**src/rtl/key_cmd_queue.sv**
```systemverilog
// key_cmd_queue: synchronises eight key levels into press/auto-repeat commands buffered in a DEPTH-entry valid/ready FIFO
module key_cmd_queue #(
  parameter int DEPTH = 4,
  parameter int REPEAT_DELAY = 25_000_000,
  parameter int REPEAT_PERIOD = 7_500_000,
  parameter int CNT_W = 25
) (
  input  logic                       clk,
  input  logic                       reset_n,
  input  logic                       a_left,
  input  logic                       w_up,
  input  logic                       s_down,
  input  logic                       d_right,
  input  logic                       esc_retry,
  input  logic                       enter_next,
  input  logic                       backspace_retract,
  input  logic                       m_switch,
  output logic                       cmd_valid,
  output logic [2:0]                 cmd_code,
  input  logic                       cmd_ready,
  output logic [$clog2(DEPTH):0]     queue_count,
  output logic                       overflow
);
  localparam int AW = $clog2(DEPTH);
  localparam int CW = AW + 1;
  logic [7:0] keys, s1, s2, s3, press;
  logic [2:0] press_code, ev_code;
  logic rep_on, rep_hold, rep_fire, ev, flush, pop, full, push;
  logic [1:0] rep_code;
  logic [CNT_W-1:0] rep_cnt;
  logic [2:0] mem [DEPTH];
  logic [AW-1:0] wr_ptr, rd_ptr;
  assign keys = {m_switch, backspace_retract, enter_next, esc_retry, d_right, s_down, w_up, a_left};
  assign press = s2 & ~s3;
  always_comb begin
    press_code = '0;
    for (int i = 7; i >= 0; i--) if (press[i]) press_code = 3'(i);
  end
  assign rep_hold = rep_on & s2[rep_code];
  assign rep_fire = rep_hold & (rep_cnt == CNT_W'(1));
  assign ev = (|press) | rep_fire;
  assign ev_code = (|press) ? press_code : {1'b0, rep_code};
  assign flush = (|press) & (press_code == 3'd4 | press_code == 3'd5);
  assign pop = cmd_valid & cmd_ready;
  assign full = queue_count == CW'(DEPTH);
  assign push = ev & ~flush & (~full | pop);
  assign cmd_valid = queue_count != '0;
  assign cmd_code = mem[rd_ptr];
  always_ff @(posedge clk or negedge reset_n) begin
    if (!reset_n) begin
      s1 <= '0;
      s2 <= '0;
      s3 <= '0;
      rep_on <= 1'b0;
      rep_code <= '0;
      rep_cnt <= '0;
    end else begin
      s1 <= keys;
      s2 <= s1;
      s3 <= s2;
      if ((|press) & ~press_code[2]) begin
        rep_on <= 1'b1;
        rep_code <= press_code[1:0];
        rep_cnt <= CNT_W'(REPEAT_DELAY);
      end else if (flush | ~rep_hold) begin
        rep_on <= 1'b0;
      end else begin
        rep_cnt <= rep_fire ? CNT_W'(REPEAT_PERIOD) : rep_cnt - CNT_W'(1);
      end
    end
  end
  always_ff @(posedge clk or negedge reset_n) begin
    if (!reset_n) begin
      for (int i = 0; i < DEPTH; i++) mem[i] <= '0;
      wr_ptr <= '0;
      rd_ptr <= '0;
      queue_count <= '0;
      overflow <= 1'b0;
    end else begin
      overflow <= ev & ~flush & full & ~pop;
      if (flush) begin
        mem[0] <= ev_code;
        rd_ptr <= '0;
        wr_ptr <= AW'(1);
        queue_count <= CW'(1);
      end else begin
        if (push) begin
          mem[wr_ptr] <= ev_code;
          wr_ptr <= wr_ptr + AW'(1);
        end
        if (pop) rd_ptr <= rd_ptr + AW'(1);
        queue_count <= queue_count + CW'(push) - CW'(pop);
      end
    end
  end
endmodule

```
**config.mk**
```make
export PLATFORM = sky130hd
export DESIGN_NAME = key_cmd_queue
export DESIGN_NICKNAME = d
export VERILOG_FILES = /design/src/rtl/key_cmd_queue.sv
export SDC_FILE = /design/constraint.sdc
export NUM_CORES = 1
export LEC_CHECK = 0
export CAP_MARGIN = 15
export CELL_PAD_IN_SITES_DETAIL_PLACEMENT = 2
export CELL_PAD_IN_SITES_GLOBAL_PLACEMENT = 2
export CORE_ASPECT_RATIO = 0.6
export CORE_MARGIN = 3
export CORE_UTILIZATION = 25
export CTS_BUF_LIST = sky130_fd_sc_hd__clkbuf_2
export DETAILED_ROUTE_END_ITERATION = 6
export PLACE_DENSITY = 0.5
export SLEW_MARGIN = 15
export SYNTH_ARGS = -nofsm -noshare
export SYNTH_HDL_FRONTEND = slang
export SYNTH_SLANG_ARGS = --single-unit
```
**constraint.sdc**
```tcl
create_clock -name clk -period 4.7 [get_ports clk]
set_clock_uncertainty 0.1 [all_clocks]
set_input_delay 0.47 -clock clk [delete_from_list [all_inputs] [get_ports clk]]
set_output_delay 0.47 -clock clk [all_outputs]
set_load 0.05 [all_outputs]
```
==> summary.md <==
| Metric | Value |
|---|---|
| Die ar. | `15,600 sq um` |
| Final GP Congestion | `0.764` |
| Starting Density | `26.4%` |
| Min-delay src | `d_right` |
| Slowest cell on crit path | `or4b_1` |
| Worst-margin pin slew | `1.05 ns` |
| Kind of critical path | `reg -> reg` |
| CTS H-tree lvls | `3` |
| Post-Route WL | `10,100 um` |
| Via-to-Cell Ratio | `4.98` |
| IO Port Bufs | `18` |
| Mean area per synthesized cell | `11.4 sq um` |
| Switch Pwr | `0.817 mW` |
| Max Cap Viol | `0` |
| Num CTS Buffers | `9` |
| Final hold vios | `0` |
| Worst R2R Setup Slack | `0.83 ns` |
| Cts hold-fix bufs | `1` |
| Synthesized flop and latch total | `72` |
| Gr ovfl total | `0` |
| Register area share after synthesis | `51.2%` |
| Filler Cells Inserted | `1,450` |
| CP Data Arrival Time | `4.25 ns` |
| Io pins | `19` |
| Fin util | `30.6%` |
| Global-route wire length before repair | `16,700 um` |
| Worst hold path stage count | `1` |
| Max VDD drop | `0.156 mV` |
| CP endpoint kind | `flop` |
| Largest net degree at the start of global routing | `73` |
| Clk sinks | `72` |
| Async SR Flop Fraction | `100%` |
| EDFF count, synth | `0` |
| Lkg Pwr | `1.57 nW` |
| Vias | `2,630` |
| Die height | `97.9 um` |
| Die X | `159 um` |
| Number of global-route vias before repair | `2,803` |
| Overall routing resource usage | `13.8%` |
| Yosys warns | `0` |
| Final worst path period need | `3.87 ns` |
| Finished Layout Cells | `528` |
| Syn Inst Count | `309` |
| Setup-failing EPs final | `0` |
| Setup Buffers After CTS | `0` |
| Synthesized area | `3520 sq um` |
| Detailed Route Iter0 Violations | `110` |
| Clock root buffer | `clkbuf_2` |
| Commonest cells after routing, fill and taps aside | `dfrtp_1, nand2_1, nor2_1, clkdlybuf4s50_1, o21ai_0` |
| DRC Markers | `0` |
| Reg2reg start | `rep_cnt[1]` |
| Yosys cell types | `64` |
| Relative slew slack | `29.2%` |
| Layout cells sized above 1 | `18.5%` |
| Core Rows | `32` |
| PnR Total Power | `1.96 mW` |
| P&R area growth vs syn | `15.6%` |
| Antenna cell count | `0` |
| Initial antenna violation count | `0` |
| Worst reg2reg path endpoint | `queue_count[2]` |
| Final period util | `82.3%` |
| Commonest non-fill, non-tap cell in the layout | `dfrtp_1` |
| Max FO, Critical Path | `11` |
| Sequential share of power | `43.1%` |
| Nets@finish | `356` |
| CP Cell Sequence | `inv_1 -> ha_1 -> or4b_1 -> or3_4 -> o311a_4 -> or3_1 -> ha_1 -> inv_1 -> ha_1 -> inv_1 -> fa_1 -> xor2_1 -> xnor2_1 -> nor2_1` |
| Pwr/cell area | `482 nW/um^2` |
| FF-to-FF path depth | `14` |
| HPWL Detailed | `7240 um` |
| DRT antenna net count | `0` |
| Hold endpoint | `s1[3]` |
| Placed cell areas | `3940 sq um` |
| Worst path max stage delay | `0.49 ns` |
| Core area | `13,300 sq um` |
| Register clock-pin slew on the reported worst setup and hold paths | `0.25 ns` |
| Clock Power Share | `19.1%` |
| Combinational power share | `37.9%` |
| Number of instances in the placed design | `511` |
| Startpoint Class | `flop` |
| Worst Hold Class | `in -> reg` |
| Fmax achieved | `259 MHz` |
| Ys flop type | `dfrtp_1` |
| Final Instance Area | `4060 sq um` |
| Routed length per instance | `19.2 um` |
| Clock latency on the worst-skew pair | `0.58 ns` |
| Internal | `1.14 mW` |
| RSZ-0062 raised after global routing | `no` |
| Switching Share | `41.7%` |
| Worst endpoint required time | `5.08 ns` |
| Slew Limit Fails | `0` |
| TritonRoute pass-1 iters | `4` |
| Setup TNS | `0 ns` |
| CTS tree | `done` |
| Outcome | `complete, no violations` |
| CTS max path bufs | `2` |
| Syn nets | `329` |
| Post_cts resized | `0` |
==> flip-flops by register name (all words and copies together), names as in the netlist <==
register / flops
overflow: 1
s3: 8
queue_count: 3
rep_code: 2
rd_ptr: 2
wr_ptr: 2
rep_on: 1
s2: 8
mem: 12
rep_cnt: 25
s1: 8
==> Yosys cell counts (4+ instances only) <==
master    number  area [sq um]
o211ai_1       4          30.0
dfrtp_1       72          1800
inv_1          8          30.0
nand2_1       22          82.6
xnor2_1        7          61.3
a31oi_1        5          31.3
nor3_1        11          55.1
nor4_1         9          56.3
ha_1           8           100
a21oi_1        9          45.0
or2b_2         4          35.0
mux2_2        11           124
nand4_1        5          31.3
nand2b_1       7          43.8
or4_1          7          52.6
and2b_2        6          52.6
clkbuf_1       7          26.3
or3_1          4          25.0
nand3_1        6          30.0
o21ai_0       15          75.1
nor2_1        18          67.6
==> kinds of logic after synthesis <==
group	count (synthesis)	share of synthesized area (%)
adder cells (fa/ha/maj)	9	3.42
multiplexers	15	6.19
flip-flops	72	51.2
AO/OA/AOI/OAI	63	12.9
XOR/XNOR	9	2.24
AND/OR/NAND/NOR	122	21.4
buffers and inverters	19	2.56
==> stage by stage <==
step	setup slack, ns	hold WS [ns]
after floorplan	1.01	0.0744
after global placement	0.919	0.232
after detailed placement	0.852	0.236
after CTS	0.835	0.0882
after global routing	0.622	0.0694
final	0.832	0.187
==> power groups by stage <==
| stage | Sequential, mW | Combinational, mW | Clock (mW) |
|---|---|---|---|
| finish | 0.845 | 0.742 | 0.374 |
| global route | 0.872 | 0.818 | 0.428 |
| CTS | 0.849 | 0.754 | 0.402 |
| detailed placement | 0.861 | 0.751 | 0 |
| global placement | 0.853 | 0.747 | 0 |
| floorplan | 0.859 | 0.495 | 0 |
==> worst max path at each step <==
stage,from,to,slack [ns],depth (start not counted)
global placement,rep_cnt[1],queue_count[2],0.92,14
finish,rep_cnt[1],queue_count[2],0.83,14
floorplan,rep_cnt[1],queue_count[2],1.01,15
detailed placement,rep_cnt[1],queue_count[2],0.85,14
CTS,rep_cnt[1],queue_count[2],0.83,14
global route,rep_cnt[0],queue_count[2],0.62,13
==> final cells by class <==
| cell class | instances | area (sq um) | area share [%] |
|---|---|---|---|
| multi-input cells | 218 | 1640 | 40.3 |
| inverters | 8 | 30.0 | 0.739 |
| flip-flops and latches | 72 | 1800 | 44.3 |
| well taps | 187 | 234 | 5.76 |
| repair buffers | 27 | 248 | 6.10 |
| clock buffers | 9 | 45.0 | 1.11 |
| clock inverters | 7 | 68.8 | 1.69 |
==> critical path, delay by kind of cell, from the launching register on <==
family	cells	cell delay [ns]
compound gates	1	0.44
xor+xnor	2	0.31
fa+ha+maj	4	0.94
buf+inv	3	0.22
flops	1	0.46
simple gates	4	1.32
==> per-layer routing <==
metal	vias up	global-route usage, %	part of all wire (%)
li1	1220	-	-
met1	1367	22.2	56
met5	-	0	0
met2	32	17.9	39
met4	0	3.63	1.2
met3	11	3.39	3.3
Power figures use the tool's default switching activity.
